File: src/rtl/softmax_row_ctrl.sv
// Row sequencer for one softmax datapath: clears it, then runs MAX, ACC and OUT
// read passes over N SRAM scores with strobes aligned to the SRAM read latency.
module softmax_row_ctrl #(
  parameter int ADDR_W = 10,
  parameter int RD_LAT = 1
) (
  input  logic              CLK,
  input  logic              RST,
  input  logic              start,
  input  logic [ADDR_W-1:0] len,
  input  logic [ADDR_W-1:0] in_base,
  input  logic [ADDR_W-1:0] out_base,
  output logic              busy,
  output logic              done,
  output logic              rd_en,
  output logic [ADDR_W-1:0] rd_addr,
  output logic              sm_rst_n,
  output logic              sm_en_max,
  output logic              sm_en_acc,
  output logic              wr_en,
  output logic [ADDR_W-1:0] wr_addr
);

  localparam int C_W = ADDR_W + 3;

  typedef enum logic [2:0] {
    S_IDLE,
    S_CLR,
    S_MAX,
    S_ACC,
    S_OUT,
    S_DONE
  } state_t;

  state_t            r_state;
  state_t            w_nxt_state;
  logic [C_W-1:0]    r_c;
  logic [C_W-1:0]    w_nxt_c;
  logic [C_W-1:0]    w_pass_len;
  logic [ADDR_W-1:0] r_len;
  logic [ADDR_W-1:0] r_in_base;
  logic [ADDR_W-1:0] r_out_base;
  logic [ADDR_W-1:0] w_k;
  logic              w_last;
  logic              w_in_pass;
  logic              w_rd;
  logic              w_stb;

  assign w_pass_len = {3'b000, r_len} + C_W'(RD_LAT);
  assign w_last     = (r_c == w_pass_len - C_W'(1));

  always_comb begin
    // NOTE: defaults first, so no path leaves a value unassigned and infers a latch.
    w_nxt_state = r_state;
    w_nxt_c     = r_c;
    case (r_state)
      S_IDLE: begin
        w_nxt_c = '0;
        if (start) w_nxt_state = (len == '0) ? S_DONE : S_CLR;
      end
      S_CLR: begin
        w_nxt_state = S_MAX;
        w_nxt_c     = '0;
      end
      S_MAX, S_ACC, S_OUT: begin
        if (w_last) begin
          w_nxt_c = '0;
          case (r_state)
            S_MAX:   w_nxt_state = S_ACC;
            S_ACC:   w_nxt_state = S_OUT;
            default: w_nxt_state = S_DONE;
          endcase
        end else begin
          w_nxt_c = r_c + C_W'(1);
        end
      end
      S_DONE:  w_nxt_state = S_IDLE;
      default: w_nxt_state = S_IDLE;
    endcase
  end

  // Outputs are registered from the next state, so they line up with the state they describe.
  // The strobe window c in [RD_LAT, N+RD_LAT) is exactly rd_en delayed by RD_LAT within a pass,
  // and it dies with the pass state, so a reset leaves no delayed strobe in flight.
  assign w_in_pass = (w_nxt_state == S_MAX) || (w_nxt_state == S_ACC) || (w_nxt_state == S_OUT);
  assign w_rd      = w_in_pass && (w_nxt_c < {3'b000, r_len});
  assign w_stb     = w_in_pass && (w_nxt_c >= C_W'(RD_LAT));
  assign w_k       = w_nxt_c[ADDR_W-1:0] - ADDR_W'(RD_LAT);

  always_ff @(posedge CLK) begin
    if (RST) begin
      r_state    <= S_IDLE;
      r_c        <= '0;
      r_len      <= '0;
      r_in_base  <= '0;
      r_out_base <= '0;
      busy       <= 1'b0;
      done       <= 1'b0;
      rd_en      <= 1'b0;
      rd_addr    <= '0;
      sm_rst_n   <= 1'b0;
      sm_en_max  <= 1'b0;
      sm_en_acc  <= 1'b0;
      wr_en      <= 1'b0;
      wr_addr    <= '0;
    end else begin
      // NOTE: non-blocking assignments, so every register samples pre-edge values.
      r_state <= w_nxt_state;
      r_c     <= w_nxt_c;
      if (r_state == S_IDLE && start) begin
        r_len      <= len;
        r_in_base  <= in_base;
        r_out_base <= out_base;
      end
      busy      <= w_in_pass || (w_nxt_state == S_CLR);
      done      <= (w_nxt_state == S_DONE);
      sm_rst_n  <= (w_nxt_state != S_CLR);
      rd_en     <= w_rd;
      rd_addr   <= w_rd ? (r_in_base + w_nxt_c[ADDR_W-1:0]) : '0;
      sm_en_max <= w_stb && (w_nxt_state == S_MAX);
      sm_en_acc <= w_stb && (w_nxt_state == S_ACC);
      wr_en     <= w_stb && (w_nxt_state == S_OUT);
      wr_addr   <= (w_stb && (w_nxt_state == S_OUT)) ? (r_out_base + w_k) : '0;
    end
  end

endmodule

File: config.mk
export PLATFORM = sky130hd
export DESIGN_NAME = softmax_row_ctrl
export DESIGN_NICKNAME = d
export VERILOG_FILES = /design/src/rtl/softmax_row_ctrl.sv
export SDC_FILE = /design/constraint.sdc
export NUM_CORES = 1
export LEC_CHECK = 0
export CORE_MARGIN = 2
export CORE_UTILIZATION = 45
export DETAILED_ROUTE_END_ITERATION = 8
export PLACE_DENSITY = 0.73
export SLEW_MARGIN = 20
export SYNTH_ARGS = -nofsm -noshare
export SYNTH_HDL_FRONTEND = slang
export SYNTH_SLANG_ARGS = --single-unit
File: constraint.sdc
create_clock -name CLK -period 2.97 [get_ports CLK]
set_input_delay 0.4455 -clock CLK [delete_from_list [all_inputs] [get_ports CLK]]
set_output_delay 0.4455 -clock CLK [all_outputs]
set_load 0.01 [all_outputs]
After elaboration in Yosys (flattened, before gate mapping)
Cells that the tools add are included.
W data, S select, Z words.
{"block": "word_totals", "input_bits": 33, "word_cells": 57, "register_bits": 73}
{"block": "classes", "n_eq_ne": 11, "n_reduce_logical": 15, "n_mux": 7, "addsub": 6, "n_lt_le_gt_ge": 2, "bitwise_logic": 2}
{"op": "$pmux W13 S2", "n": 1}
{"op": "$add A10 B10 Y10", "n": 2}
{"op": "$add A13 B1 Y13 const B", "n": 1}
{"op": "$eq A13 B13 Y1", "n": 1}
{"op": "$ge A13 B1 Y1 const B", "n": 1}
{"op": "$lt A13 B10 Y1", "n": 1}
{"op": "$mux W13", "n": 1}
{"op": "$eq A3 B2 Y1 const B", "n": 4}
{"op": "$sub A11 B1 Y12 const B", "n": 1}
{"op": "$add A10 B1 Y11 const B", "n": 1}
{"op": "$logic_not A10 Y1", "n": 1}
{"op": "$sub A10 B1 Y10 const B", "n": 1}
{"op": "$eq A3 B3 Y1 const B", "n": 3}
{"op": "$mux W3", "n": 3}
{"op": "$pmux W3 S3", "n": 1}
{"op": "$eq A3 B1 Y1 const B", "n": 2}
{"op": "$logic_and A1 B1 Y1", "n": 6}
{"op": "$pmux W3 S2", "n": 1}
{"op": "$reduce_or A2 Y1", "n": 3}
{"op": "$logic_not A3 Y1", "n": 1}
{"op": "$logic_or A1 B1 Y1", "n": 3}
{"op": "$ne A3 B1 Y1 const B", "n": 1}
{"op": "$reduce_or A3 Y1", "n": 1}
{"op": "$not A1 Y1", "n": 2}

Depth between registers and ports, before layout
Gate-level depths: netlist of the first run.
{"block": "logic_depth", "ltp_word": 12, "depth_mapped": 18, "depth_no_buf": 16}

Worst setup path after synthesis of the first run
Ideal clock, no wire load.
{"block": "synth_timing", "path_type": "register to register", "from": "register r_c[2]", "to": "register wr_addr[9]", "t_arrival_ns": 3.085, "path_slack_ns": -0.236, "synth_period_minus_slack_ns": 3.206, "stages_incl_launch_ff": 19, "cell_sequence": "dfxtp_1 -> buf_6 -> xnor2_2 -> nand4_1 -> o31a_2 -> clkbuf_8 -> a22oi_1 -> ha_1 -> inv_1 -> ha_1 -> inv_1 -> fa_1 -> nor2b_1 -> o21ai_0 -> a21oi_1 -> o21a_1 -> o21a_1 -> o21ai_0 -> nor3b_1"}
{"block": "synth_between", "elab_chain_len": 10}
{"item": "start: declaration", "line": "37", "text": "logic [C_W-1:0] r_c;"}
{"item": "start signal: assignment", "line": "109", "text": "r_c <= w_nxt_c;"}
{"item": "branches (longest 10 deep; another with $add A13 B1 Y13)"}
{"item": "end signal: assignment", "line": "123", "text": "wr_addr <= (w_stb && (w_nxt_state == S_OUT)) ? (r_out_base + w_k) : '0;"}
{"item": "end: declaration", "line": "21", "text": "output logic [ADDR_W-1:0] wr_addr"}
Parallel ways; which one is timed is not known.
A chain may end at the register's enable or synchronous reset.

Worst setup path in the final report of the first run
{"block": "layout_timing", "from": "register r_c[0]", "to": "register wr_addr[9]"}
The elaborated chain is that of the path after synthesis.

==> results.md, run 1 <==
* Pwr per Cell Area at 449 mW/mm2
* First-pass GRT wire length at 19100 um
* R2r setup slk at -240 ps
* Post-DRT Antenna Nets at 0
* YS warnings at 0
* Max-slew headroom at 62.7%
* Number of max-cap violations at 0
* Slew @ Worst Pin at 560 ps
* Initial antenna violation count at 0
* Worst path arrival time at 3450 ps
* Static Leak at 0.00263 uW
* DRT Pass-1 Iters at 4
* Synthesized flop and latch total at 73
* Avg Cell Area, Syn at 8.07 um2
* Routed vias/inst at 5.24
* Number of buffers inserted by port buffering at 59
* Layout Utilization at 69.9%
* Fill count at 678
* M1 WL at 5010 um
* Clk slew on worst S/H paths at 80 ps
* Highest clock rate at 311 MHz
* Synth top area share at 35.5%
* Initial core utilization at 46.8%
* Total grt overflow at 0
* Worst Hold Class: reg -> reg
* Area contributors post-synth: dfxtp_1 (35%), ha_1 (11%), nand2_1 (7.5%), a21oi_1 (5.6%), xnor2_1 (4.9%)
* Distinct cells, synth at 55
* Crit Path Class: reg -> reg
* Length of routed met2 wiring at 6390 um
* Fin nets at 721
* Cells on Worst Hold Path at 2
* Synthesized Nets at 581
* CTS H-tree lvls at 3
* Period Utilization, post-route at 108%
* Met3 WL at 680 um
* Post-synth top cells: nand2_1 (82), dfxtp_1 (73), inv_1 (53)
* Dpl ws at -248 ps
* Post-synthesis sequential area ratio at 35.5%
* DP Wirelength at 8370 um
* Dpl cell area at 0.00540 mm2
* Status: complete, but fails checks
* Total CTS buffers at 9
* Critical Path Source Type: flop
* Routability cong. at 0.886
* RSZ-0062 raised after global routing: yes
* Vias at 3994
* Core area at 0.00881 mm2
* Largest area contributor in the netlist: dfxtp_1
* Layout cells sized above 1 at 32.9%
* Clk sinks at 73
* Post-synth EDFFs at 0
* Clock Latency Late Sink at 350 ps
* Setup ws final at -243 ps
* Drt drc at 0
* Min Tclk post-route at 3210 ps
* Deepest clock path buffer count at 2
* CTS tree: yes
* Full die area at 0.00993 mm2
* Synthesized instance count at 510
* Area delta synth->final at 49.4%
* WL final at 12400 um
* Tot GR Track Use at 24.4%
* CP Max Fanout at 3
* Crit end category: flop
* Final instance area at 0.00615 mm2
* Most frequent cell after synthesis: nand2_1
* Mapped cell area at 0.00412 mm2
* Total power at 2770 uW
* Hold Crit Start: r_in_base[7]$_SDFFE_PP0P_
* Reg2reg path depth at 16
* Top Ports at 60
* Vias in the first global route at 4011
* Crit Reg-Reg Startpoint: r_c[0]$_SDFF_PP0_
* 1st-iter DRT viols at 193
* Highest routed layer: met4
* Die X at 99.7 um
* Die Span Y at 99.7 um
* CP Data Required Time at 3210 ps
* Root Driver: clkbuf_8
* VDD IR-drop max at 0.474 mV
* Pin count of the biggest net entering global routing at 51
* Routed wire per std cell at 16.3 um
* WHS Endpoint: r_in_base[7]$_SDFFE_PP0P_
* Setup violations, final at 13
* Async SR Flop Fraction at 0%
* Top_reg_cell synth: dfxtp_1
* Failing checks: negative setup slack
* R2r endpoint: wr_addr[9]$_SDFF_PP0_
* Pins Over Slew Limit at 0
* ANT cells at 0
* Row cnt at 34
* Clock Skews at 8.00 ps
* Hold Vio Cnt, Final at 0
[final cells by class]
cell class	instances	area (um2)	share of cell area, %
well taps	108	135	2.20
clock buffers	10	138	2.24
multi-input cells	355	2740	44.5
flip-flops and latches	73	1480	24.0
clock inverters	5	104	1.69
inverters	55	209	3.40
repair buffers	156	1350	21.9
[state kept, by name (all words and copies together) (netlist names), 3 cells and up]
name,flops
rd_addr,10
r_c,13
r_state,3
r_len,10
wr_addr,10
r_out_base,10
r_in_base,10
[stage by stage]
step	TNS [ps]	hold slack, ps	cells
finish	-2290	463	762
global route	-3850	479	762
CTS	-1180	462	758
detailed placement	-2160	451	737
global placement	-890	445	737
floorplan	-312	436	510
[cell families (layout without fill, tap and decap cells)]
kind of cell,count (synthesis),in the layout,synth area share [%]
adder cells (fa/ha/maj),38,38,11.9
XOR/XNOR,34,34,7.41
multiplexers,1,1,0.273
AND/OR/NAND/NOR,189,189,21.7
AO/OA/AOI/OAI,93,93,14.1
buffers and inverters,82,226,9.18
flip-flops,73,73,35.5
[critical path, stage by stage, from the launching register on]
cell and delay (ps):
dfxtp_2 370, buf_4 150, ha_1 190, and2_1 200, nand3_2 130, xnor2_2 250
nand2_2 120, buf_4 160, ha_1 280, inv_1 50, ha_1 300, o21ai_1 130
a21oi_2 60, o21a_1 200, o21a_1 210, nor3_2 240, nor3b_2 80
[timing repair]
item	CTS	global route
resized for setup	61	37
pin swaps	39	28
setup endpoints to repair	14	17
hold buffers	0	0
setup buffers	6	5
cloned	1	0
[routing by layer]
layer	vias up	track usage, %
met1	1895	29.9
met4	0	9.48
met5	-	0
li1	1968	-
met2	104	42.7
met3	27	4.22
[placed cells by master (no fill, tap or decap), types with 5 or more instances in the layout]
cell type        synthesis  routed
buf_4                    0      95
nand2_1                 82      76
dfxtp_1                 73      60
clkdlybuf4s50_1          0      59
inv_1                   53      48
a21oi_1                 46      38
nor2_1                  37      33
ha_1                    36      27
xnor2_1                 23      15
dfxtp_2                  0      13
nor2_4                   0      11
nor3_1                  14      11
clkbuf_8                 1      10
xnor2_2                  1       9
xor2_1                  10       8
a21oi_2                  1       8
ha_4                     0       8
o21ai_2                  0       7
nor4_1                   8       7
inv_2                    2       6
nand4_1                  6       6
nand3_1                  8       5
a21o_1                   5       5
[how the worst max path moves through the flow]
stage                           from                    end  slack [ps]  cells past startpoint
5_1_grt        r_len[3]$_SDFFE_PP0P_  wr_addr[9]$_SDFF_PP0_        -370                     16
2_1_floorplan  r_state[0]$_SDFF_PP0_  wr_addr[9]$_SDFF_PP0_        -150                     17
6_report           r_c[0]$_SDFF_PP0_  wr_addr[9]$_SDFF_PP0_        -240                     16
3_3_place_gp      r_c[10]$_SDFF_PP0_  wr_addr[9]$_SDFF_PP0_        -150                     15
4_1_cts        r_state[0]$_SDFF_PP0_  wr_addr[8]$_SDFF_PP0_        -160                     16
3_5_place_dp      r_c[10]$_SDFF_PP0_  wr_addr[9]$_SDFF_PP0_        -250                     15
[power by group]
group	switching (uW)	leakage [uW]	total [uW]	internal, uW
sequential	31.1	0.000600	1060	1030
clock	381	0.000122	957	576
combinational	377	0.00190	749	372
(Power assumes the default switching activity.)
==> inputs of run 2 (changes only) <==
Settings changed: CTS_CLUSTER_DIAMETER from default to 40.
==> results of run 2 <==
No change in the layout: final DEF, timing and power equal those of run 1.
==> inputs of run 3 (changes only) <==
Settings changed: CORE_MARGIN 2 to 4.
==> run 3 against run 2 <==
  * The run still ends with negative setup slack left
  * Clock-buffer cell count increased by 2
  * Worst setup slack got worse by 67 ps
  * Largest power group unchanged
  * Power decreased by 6.4%
==> results.md, run 3 (synthesized netlist as in run 1, its figures left out) <==
* Failing checks: negative setup slack
* Setup ws final at -310 ps (-67.3 ps)
* Layout Utilization at 69.3% (-0.61 points)
* Clk slew on worst S/H paths at 80 ps (about the same)
* DRT Pass-1 Iters at 5 (+1)
* Root Driver: clkbuf_8
* Full die area at 0.0107 mm2 (+8.2%)
* Top Ports at 60 (unchanged)
* Status: complete, but fails checks
* Cells on Worst Hold Path at 2 (unchanged)
* Dpl ws at -301 ps (-52.4 ps)
* R2r endpoint: wr_addr[9]$_SDFF_PP0_
* Clock Latency Late Sink at 350 ps (about the same)
* 1st-iter DRT viols at 283 (+47%)
* Dpl cell area at 0.00542 mm2 (+0.42%)
* Static Leak at 0.00265 uW (+0.96%)
* Worst Hold Class: reg -> reg
* ANT cells at 0 (unchanged)
* VDD IR-drop max at 0.246 mV (-48%)
* Largest stage delay, worst path at 440 ps (+70 ps)
* Row cnt at 34 (unchanged)
* WL final at 12400 um (+0.41%)
* Area delta synth->final at 48.1%
* CP max stage cell: o31a_4
* Area of the multi-input gates at 0.00265 mm2 (-3.2%)
* Setup violations, final at 17 (+4)
* Post-DRT Antenna Nets at 0 (unchanged)
* Hold Buf Count CTS at 0 (unchanged)
* CTS H-tree lvls at 3 (unchanged)
* Period Utilization, post-route at 110% (+2.3 points)
* Most frequent cells in the layout: buf_4 (102), nand2_1 (76), dfxtp_1 (66), clkdlybuf4s50_1 (59), inv_1 (49)
* Total CTS buffers at 9 (unchanged)
* Vias at 4126 (+3.3%)
* Initial core utilization at 46.8% (unchanged)
* Highest clock rate at 305 MHz (-2.1%)
* Slew @ Worst Pin at 590 ps (+30.7 ps)
* Pins Over Slew Limit at 0 (unchanged)
* Die X at 104 um (+4.0%)
* Layout cells sized above 1 at 31.0% (-1.9 points)
* Min Tclk post-route at 3280 ps (+67.2 ps)
* Number of buffers inserted by port buffering at 59 (unchanged)
* Crit end category: flop
* Fill count at 654 (-3.5%)
* Routability cong. at 0.902 (+1.7%)
* Crit. Startpoint: r_c[10]$_SDFF_PP0_
* Routed wire per std cell at 16.1 um (-0.89%)
* Vias in the first global route at 4075 (+1.6%)
* CP Max Fanout at 6 (+3)
* DP Wirelength at 8570 um (+2.3%)
* Drt drc at 0 (unchanged)
* Core area at 0.00881 mm2 (unchanged)
* First-pass GRT wire length at 19000 um (-0.54%)
* WHS Endpoint: r_out_base[6]$_SDFFE_PP0P_
* Register area at 0.00147 mm2 (-0.51%)
* Pwr per Cell Area at 424 mW/mm2 (-5.6%)
* RSZ-0062 raised after global routing: yes
* Top reg by flops: r_c
* CP Cell Sequence: nor3_4 > nand4_1 > o31a_4 > a22oi_2 > ha_1 > inv_1 > ha_2 > inv_2 > fa_2 > nor2b_2 > o21ai_2 > a21oi_2 > o21a_1 > o21a_1 > o21ai_0 > nor3b_1
* CP Data Required Time at 3210 ps (about the same)
* Max-slew headroom at 60.3% (-2.4 points)
* CTS tree: yes
* Critical Path Source Type: flop
* Crit-path most repeated cell: o21a_1
* Initial antenna violation count at 0 (unchanged)
* Crit Path Class: reg -> reg
* Clock Skews at 7.69 ps (-0.304 ps)
* Number of max-cap violations at 0 (unchanged)
* Inst Count DP at 740 (+0.41%)
* Routed vias/inst at 5.34 (+2.0%)
* Max FFs per register at 13 (unchanged)
* Final instance area at 0.00610 mm2 (-0.87%)
* Reg2reg path depth at 16 (unchanged)
* Worst path arrival time at 3520 ps (+70 ps)
* Finished Layout Cells at 772 (+1.3%)
* Deepest clock path buffer count at 2 (unchanged)
* Pin count of the biggest net entering global routing at 51 (unchanged)
* Total grt overflow at 0 (unchanged)
* Crit Reg-Reg Startpoint: r_c[10]$_SDFF_PP0_
* Tot GR Track Use at 21.5% (-3.0 points)
* Die Span Y at 104 um (+4.0%)
* Commonest non-fill, non-tap cell in the layout: buf_4
* Fin nets at 730 (+1.2%)
* Hold Crit Start: r_out_base[6]$_SDFFE_PP0P_
* Hold Vio Cnt, Final at 0 (unchanged)
* Clk sinks at 73 (unchanged)
* R2r setup slk at -310 ps (-70 ps)
[run 3: cell count changes in the layout (fill, tap and decap cells not counted), sizes merged]
cell           delta
clkbuf            +2
bufinv            -2
clkdlybuf4s15     +1
clkinvlp          +1
buf               +8
[run 3: metal layers]
layer / wire length (um) / part of all wire, % / global-route usage (%) / vias to the layer above
li1: - / - / - / 1999
met1: 5210 / 42 / 25.7 / 1940
met2: 6270 / 50 / 38.3 / 145
met3: 549 / 4.4 / 3.23 / 42
met4: 408 / 3.3 / 9.02 / 0
met5: 0 / 0 / 0 / -
[run 3: critical path, delay by kind of cell (launching register included)]
| family | cells | cell delay [ps] |
|---|---|---|
| compound gates | 7 | 1230 |
| fa+ha+maj | 3 | 790 |
| buf+inv | 2 | 110 |
| flops | 1 | 340 |
| simple gates | 4 | 700 |
[run 3: repair_timing]
action	4_1_cts	5_1_grt
setup buffers	8	9
hold endpoints to repair	0	0
endpoints found under the setup margin	15	19
pin swaps	9	21
gates cloned	0	2
resized for setup	22	51
[run 3: metrics by stage]
stage	total power [uW]	hold slack, ps	TNS (ps)
after floorplan	1450	436	-312
after global placement	1680	445	-1950
after detailed placement	1700	449	-3040
after CTS	2530	459	-1660
after global routing	2700	477	-6550
final	2590	455	-3630
[run 3: worst max-delay path by stage]
| stage | end | slack [ps] | cells after the start |
|---|---|---|---|
| floorplan | wr_addr[9]$_SDFF_PP0_ | -150 | 17 |
| global placement | rd_addr[9]$_SDFF_PP0_ | -170 | 16 |
| detailed placement | wr_addr[9]$_SDFF_PP0_ | -300 | 15 |
| CTS | wr_addr[9]$_SDFF_PP0_ | -160 | 16 |
| global route | rd_addr[9]$_SDFF_PP0_ | -490 | 14 |
| finish | wr_addr[9]$_SDFF_PP0_ | -310 | 16 |
[run 3: layout make-up]
cell class                 count  area share, %
multi-input combinational    355           43.5
sequential                    73           24.1
timing repair buffer         165           23.3
inverter                      55           3.43
clock buffer                  12           2.54
tap                          108           2.22
clock inverter                 4          0.841
[run 3: report_power, final]
group / internal, uW / leakage (uW) / switching [uW]
clock network: 434 / 0.000103 / 366
logic: 359 / 0.00195 / 370
registers: 1030 / 0.000597 / 31.0
